[src/rtl/fetch_pkg.sv]
// ============================================================================
// Module      : fetch_pkg
// Description : Shared types and helpers for the instruction fetch unit.
// Revision    : 1.0 - initial release
// ============================================================================
`default_nettype none

package fetch_pkg;

  typedef enum logic [0:0] {
    S_IDLE  = 1'b0,
    S_FETCH = 1'b1
  } fetch_state_e;

  localparam int NOP_WORD = 0;

  function automatic int depth_of(input int addr_w);
    return 1 << addr_w;
  endfunction

endpackage

`default_nettype wire

[src/rtl/imem_array.sv]
// ============================================================================
// Module      : imem_array
// Description : DEPTH x DATA_W storage, synchronous write, combinational read.
// Revision    : 1.0 - initial release
// ============================================================================
`default_nettype none

module imem_array
  import fetch_pkg::*;
#(
  parameter int DATA_W = 16,
  parameter int ADDR_W = 6
) (
  input  logic              clk,
  input  logic              wr_en,
  input  logic [ADDR_W-1:0] wr_addr,
  input  logic [DATA_W-1:0] wr_data,
  input  logic [ADDR_W-1:0] rd_addr,
  output logic [DATA_W-1:0] rd_data
);

  localparam int DEPTH = depth_of(ADDR_W);

  logic [DATA_W-1:0] mem [DEPTH];

  always_ff @(posedge clk) begin
    if (wr_en) begin
      mem[wr_addr] <= wr_data;
    end
  end

  assign rd_data = mem[rd_addr];

endmodule

`default_nettype wire

[src/rtl/instr_fetch_unit.sv]
// ============================================================================
// Module      : instr_fetch_unit
// Description : PC, fetch FSM, IF/ID buffer and out-of-range fault around imem.
// Revision    : 1.0 - initial release
// ============================================================================
`default_nettype none

module instr_fetch_unit
  import fetch_pkg::*;
#(
  parameter int                 DATA_W   = 16,
  parameter int                 ADDR_W   = 6,
  parameter int                 PC_W     = 32,
  parameter int                 JUMP_W   = 16,
  parameter logic [PC_W-1:0]    RESET_PC = 32,
  parameter logic [DATA_W-1:0]  NOP      = DATA_W'(NOP_WORD)
) (
  input  logic              clk,
  input  logic              rst,
  input  logic              load_en,
  input  logic [PC_W-1:0]   load_addr,
  input  logic [DATA_W-1:0] load_data,
  input  logic              stall,
  input  logic              flush,
  input  logic              jump_valid,
  input  logic [JUMP_W-1:0] jump_target,
  output logic [DATA_W-1:0] instr,
  output logic [PC_W-1:0]   instr_pc,
  output logic              instr_valid,
  output logic [DATA_W-1:0] buf_instr,
  output logic [PC_W-1:0]   buf_pc,
  output logic              buf_valid,
  output logic              oob_fault
);

  localparam int              DEPTH    = depth_of(ADDR_W);
  localparam logic [PC_W-1:0] DEPTH_PC = PC_W'(DEPTH);
  localparam logic [PC_W-1:0] PC_ONE   = PC_W'(1);

  fetch_state_e      state;
  logic [PC_W-1:0]   pc;
  logic [PC_W-1:0]   pc_next;
  logic [DATA_W-1:0] rd_data;
  logic              wr_en;
  logic              in_range;

  assign wr_en    = load_en & ~rst & (load_addr < DEPTH_PC);
  assign pc_next  = jump_valid ? PC_W'(jump_target) : pc + PC_ONE;
  assign in_range = pc_next < DEPTH_PC;

  imem_array #(
    .DATA_W (DATA_W),
    .ADDR_W (ADDR_W)
  ) u_imem (
    .clk     (clk),
    .wr_en   (wr_en),
    .wr_addr (load_addr[ADDR_W-1:0]),
    .wr_data (load_data),
    .rd_addr (pc_next[ADDR_W-1:0]),
    .rd_data (rd_data)
  );

  always_ff @(posedge clk) begin
    if (rst) begin
      state       <= S_IDLE;
      pc          <= RESET_PC - PC_ONE;
      instr       <= NOP;
      instr_pc    <= '0;
      instr_valid <= 1'b0;
      buf_instr   <= NOP;
      buf_pc      <= '0;
      buf_valid   <= 1'b0;
      oob_fault   <= 1'b0;
    end else if (state == S_IDLE) begin
      if (!load_en) begin
        state <= S_FETCH;
      end
    end else if (!load_en) begin
      if (flush) begin
        instr       <= NOP;
        instr_valid <= 1'b0;
        buf_instr   <= NOP;
        buf_valid   <= 1'b0;
        // Park one below the target so the next advance fetches the target.
        if (jump_valid) begin
          pc <= pc_next - PC_ONE;
        end
      end else if (jump_valid || !stall) begin
        pc       <= pc_next;
        instr_pc <= pc_next;
        if (in_range) begin
          instr       <= rd_data;
          instr_valid <= 1'b1;
        end else begin
          instr       <= NOP;
          instr_valid <= 1'b0;
          oob_fault   <= 1'b1;
        end
        if (!stall) begin
          buf_instr <= instr;
          buf_pc    <= instr_pc;
          buf_valid <= instr_valid;
        end
      end
    end
  end

endmodule

`default_nettype wire

[config.mk]
export PLATFORM = sky130hd
export DESIGN_NAME = instr_fetch_unit
export DESIGN_NICKNAME = d
export VERILOG_FILES = /design/src/rtl/fetch_pkg.sv /design/src/rtl/imem_array.sv /design/src/rtl/instr_fetch_unit.sv
export SDC_FILE = /design/constraint.sdc
export NUM_CORES = 2
export LEC_CHECK = 0
export CAP_MARGIN = 20
export CORE_AREA = 5 5 280 282
export DETAILED_ROUTE_END_ITERATION = 8
export DIE_AREA = 0 0 285 287
export DONT_BUFFER_PORTS = 1
export PLACE_DENSITY = 0.78
export RECOVER_POWER = 100
export REMOVE_ABC_BUFFERS = 1
export SLEW_MARGIN = 5
export SYNTH_ARGS = -nofsm -noshare
export SYNTH_HDL_FRONTEND = slang
export SYNTH_SLANG_ARGS = --single-unit
[constraint.sdc]
create_clock -name clk -period 6.7 [get_ports clk]
set_input_delay 1.005 -clock clk [delete_from_list [all_inputs] [get_ports clk]]
set_output_delay 1.005 -clock clk [all_outputs]
set_load 0.01 [all_outputs]
==> results.json <==
{
  "run_status": "finished with violations",
  "failed_checks": "capacitance limit, slew limit",
  "fin_ws_ns": 1.22,
  "first_iter_violations": 4978,
  "cts.repair.resized": 0,
  "crit_required_ns": 7.31,
  "leakagePower_uw": 0.0166,
  "synth_edf_count": 1024,
  "path_buf_inv": 3,
  "number_of_global_route_vias_before_repair": 30500,
  "syn_to_final_growth_pct": 9.11,
  "cpPeakStageDelay_ns": 1.49,
  "async_flop_share": 0,
  "pin_count": 169,
  "yosysUniqueCellTypes": 78,
  "last_weighted_congestion_value_of_the_routability_driven_placer": 0.922,
  "hp-class": "input port to flop",
  "num_rows": 101,
  "start_util": 0.625,
  "clock-root-buffer": "clkbuf_16",
  "tritoncts": "yes",
  "ctsLongestPathBuffers": 3,
  "floorplan.core_area_sq_um": 75400,
  "post-route-period-util": 0.818,
  "vdd_ir_drop_max_uv": 215,
  "finalHoldViolCount": 0,
  "hold_path_startpoint": "rst",
  "grt_pass1_wl_microns": 196000,
  "rsz0062_at_grt": "no",
  "instances_no_fill": 4655,
  "design_power_total_uw": 15200,
  "latest_clock_arrival_within_the_worst_skew_pair_ns": 0.69,
  "synthXorXnorAreaFrac": 0.00595,
  "die_area_sq_um": 81800,
  "synth_seq_cells": 1156,
  "arithmetic_cell_share_of_the_synthesized_area_counting_full_adders_half_adders_and_majority_gates": 0.000531,
  "period_minus_slack_ns": 5.48,
  "synth-seq-area-share": 0.708,
  "timing.max_cap.violations": 11,
  "critPathTopFamily": "buffers and inverters",
  "grt-ovfl-total": 0,
  "final_antenna_net_count": 0,
  "synthSimpleGateAreaFrac": 0.142,
  "commonest_cells_after_routing_fill_and_taps_aside": "1024 x edfxtp_1, 748 x nand2_1, 186 x nand3_1",
  "cp.arrival_ns": 6.09,
  "synth_mux_area_frac": 0.0245,
  "drive_gt1_frac": 0.0710,
  "power.density_cell_area_nw_per_um2": 296,
  "grt_start_max_net_pins": 164,
  "num_vias": 32100,
  "final_setup_violations": 0,
  "compound_cell_area_share_of_the_yosys_netlist": 0.0955,
  "routed_wl_microns": 133000,
  "die_w_microns": 285,
  "max_freq_mhz": 182,
  "final_max_slew_viol_count": 250,
  "dr.pass1.iters": 6,
  "path_cells": "nand2b_4, and2_4, buf_4, clkbuf_1, nor2_1, buf_4, a32oi_1, a31oi_1, a311oi_1, o31a_1, a22o_1",
  "main_combinational_cell_family_by_area_after_synthesis": "simple AND/OR/NAND/NOR gates",
  "timing.critical_path.to_type": "flop",
  "cts_setup_buffers": 0,
  "postCtsHoldBufs": 0,
  "critical_path_slowest_stage_cell": "clkbuf_1",
  "path_class": "input port to flop",
  "start_kind": "input port",
  "syn-cell-area_sq_um": 47100,
  "chipHeight_microns": 287,
  "detailedPlace.worstSlack_ns": 1.90,
  "cts_inserted_buffers": 110,
  "max_slew_margin": -1.03,
  "route.detailed.drc": 0,
  "worst_path_most_repeated_cell": "buf_4",
  "cts_htree_levels": 3,
  "dominantRegCellSynth": "edfxtp_1",
  "timing.critical_path.from": "jump_valid",
  "cts.sinks": 1156,
  "placedCellCount": 4443,
  "worst_pin_slew_ns": 3.05,
  "syn-instance-count": 3624,
  "hpwl_microns": 76500,
  "yosysWarningCount": 0,
  "antenna_found_initial": 5,
  "clk_pin_slew_worst_paths_ns": 0.06,
  "worst-path-max-fanout": 61,
  "port_buffers": 0,
  "critical_path.reg2reg.startpoint": "pc[0]",
  "mostFrequentLayoutCell": "edfxtp_1",
  "drt-wirelength-per-cell_microns": 28.6,
  "post_synth.cell_area_avg_sq_um": 13.0,
  "total_routing_usage_gr": 0.318,
  "post_drt_via_cell_ratio": 6.90,
  "layout.nets": 3650,
  "clock_skew_ns": 0.0343
}
==> stage by stage <==
step / utilization / cell area, sq um / hold WS [ns] / setup TNS, ns
after CTS: 0.686 / 51800 / 0.370 / 0
after floorplan: - / 46100 / 0.445 / -340.64
final: 0.682 / 51400 / 0.379 / 0
after detailed placement: 0.640 / 48300 / 0.459 / 0
after global placement: 0.640 / 48300 / 0.455 / 0
after global routing: 0.682 / 51400 / 0.378 / 0
==> sequential cells by signal, indices dropped and copies added, names as in the netlist <==
register and count:
buf_pc 32, pc 32, instr 16, state 1, buf_valid 1, u_imem.mem 1024
buf_instr 16, instr_valid 1, instr_pc 32, oob_fault 1
==> area by class of cell <==
class	count	area, sq um
Clock buffer	153	3030
Antenna cell	2	5.00
Tap cell	978	1220
Clock inverter	56	458
Fill cell	4998	24000
Sequential cell	1156	33400
Inverter	14	60.1
Timing Repair Buffer	109	614
Multi-Input combinational cell	2187	12700
==> cells by family after synthesis <==
group           after synthesis
xor+xnor                     32
flops                      1156
buf+inv                     281
mux                          85
compound gates              609
fa+ha+maj                     2
simple gates               1459
==> power by group <==
group	internal, uW	switching, uW	total (uW)
clock network	3360	2640	6000
registers	7840	22.9	7860
logic	404	967	1370
total	11600	3630	15200
==> worst register-to-register path, delay by kind of cell (launching register included) <==
kind                       cells  cell delay [ns]
AOI/OAI and AO/OA              2             0.52
adders and majority gates      1             0.27
DFF                            1             0.48
and+or+nand+nor                6             4.00
==> cell usage after synthesis (all sizes together), types with 29 or more instances <==
master  count  area [sq um]
nand2     748          2810
o21ai      43           215
buf        62           290
mux2i      50           500
a22oi      29           218
clkbuf    205           769
nor3       59           305
a211oi    159          1190
a311oi    154          1350
edfxtp   1024         30700
nor2      183           687
a31oi      41           257
and3      140           876
a21oi      86           430
nand3     187           941
nor4       36           287
dfxtp     132          2640
nand4      29           188
==> metal layers <==
metal  share of wire  global-route usage  vias to the layer above  wire length (microns)
li1                -                   -                    13700                      -
met1            0.36               0.435                    15700                  48000
met2            0.47               0.504                     2358                  62000
met3            0.13              0.0751                      335                  17300
met4           0.043               0.124                        2                   5720
met5        0.000098                   0                        -                     13
==> path summary, 6_finish.rpt <==
kind	to	slack, ns	cells past startpoint
max	instr[2]	1.22	11
min	buf_pc[29]	0.38	1
max reg2reg	instr[1]	1.36	9
min reg2reg	state	0.47	2
No activity file was read; power rests on OpenSTA's default activity.
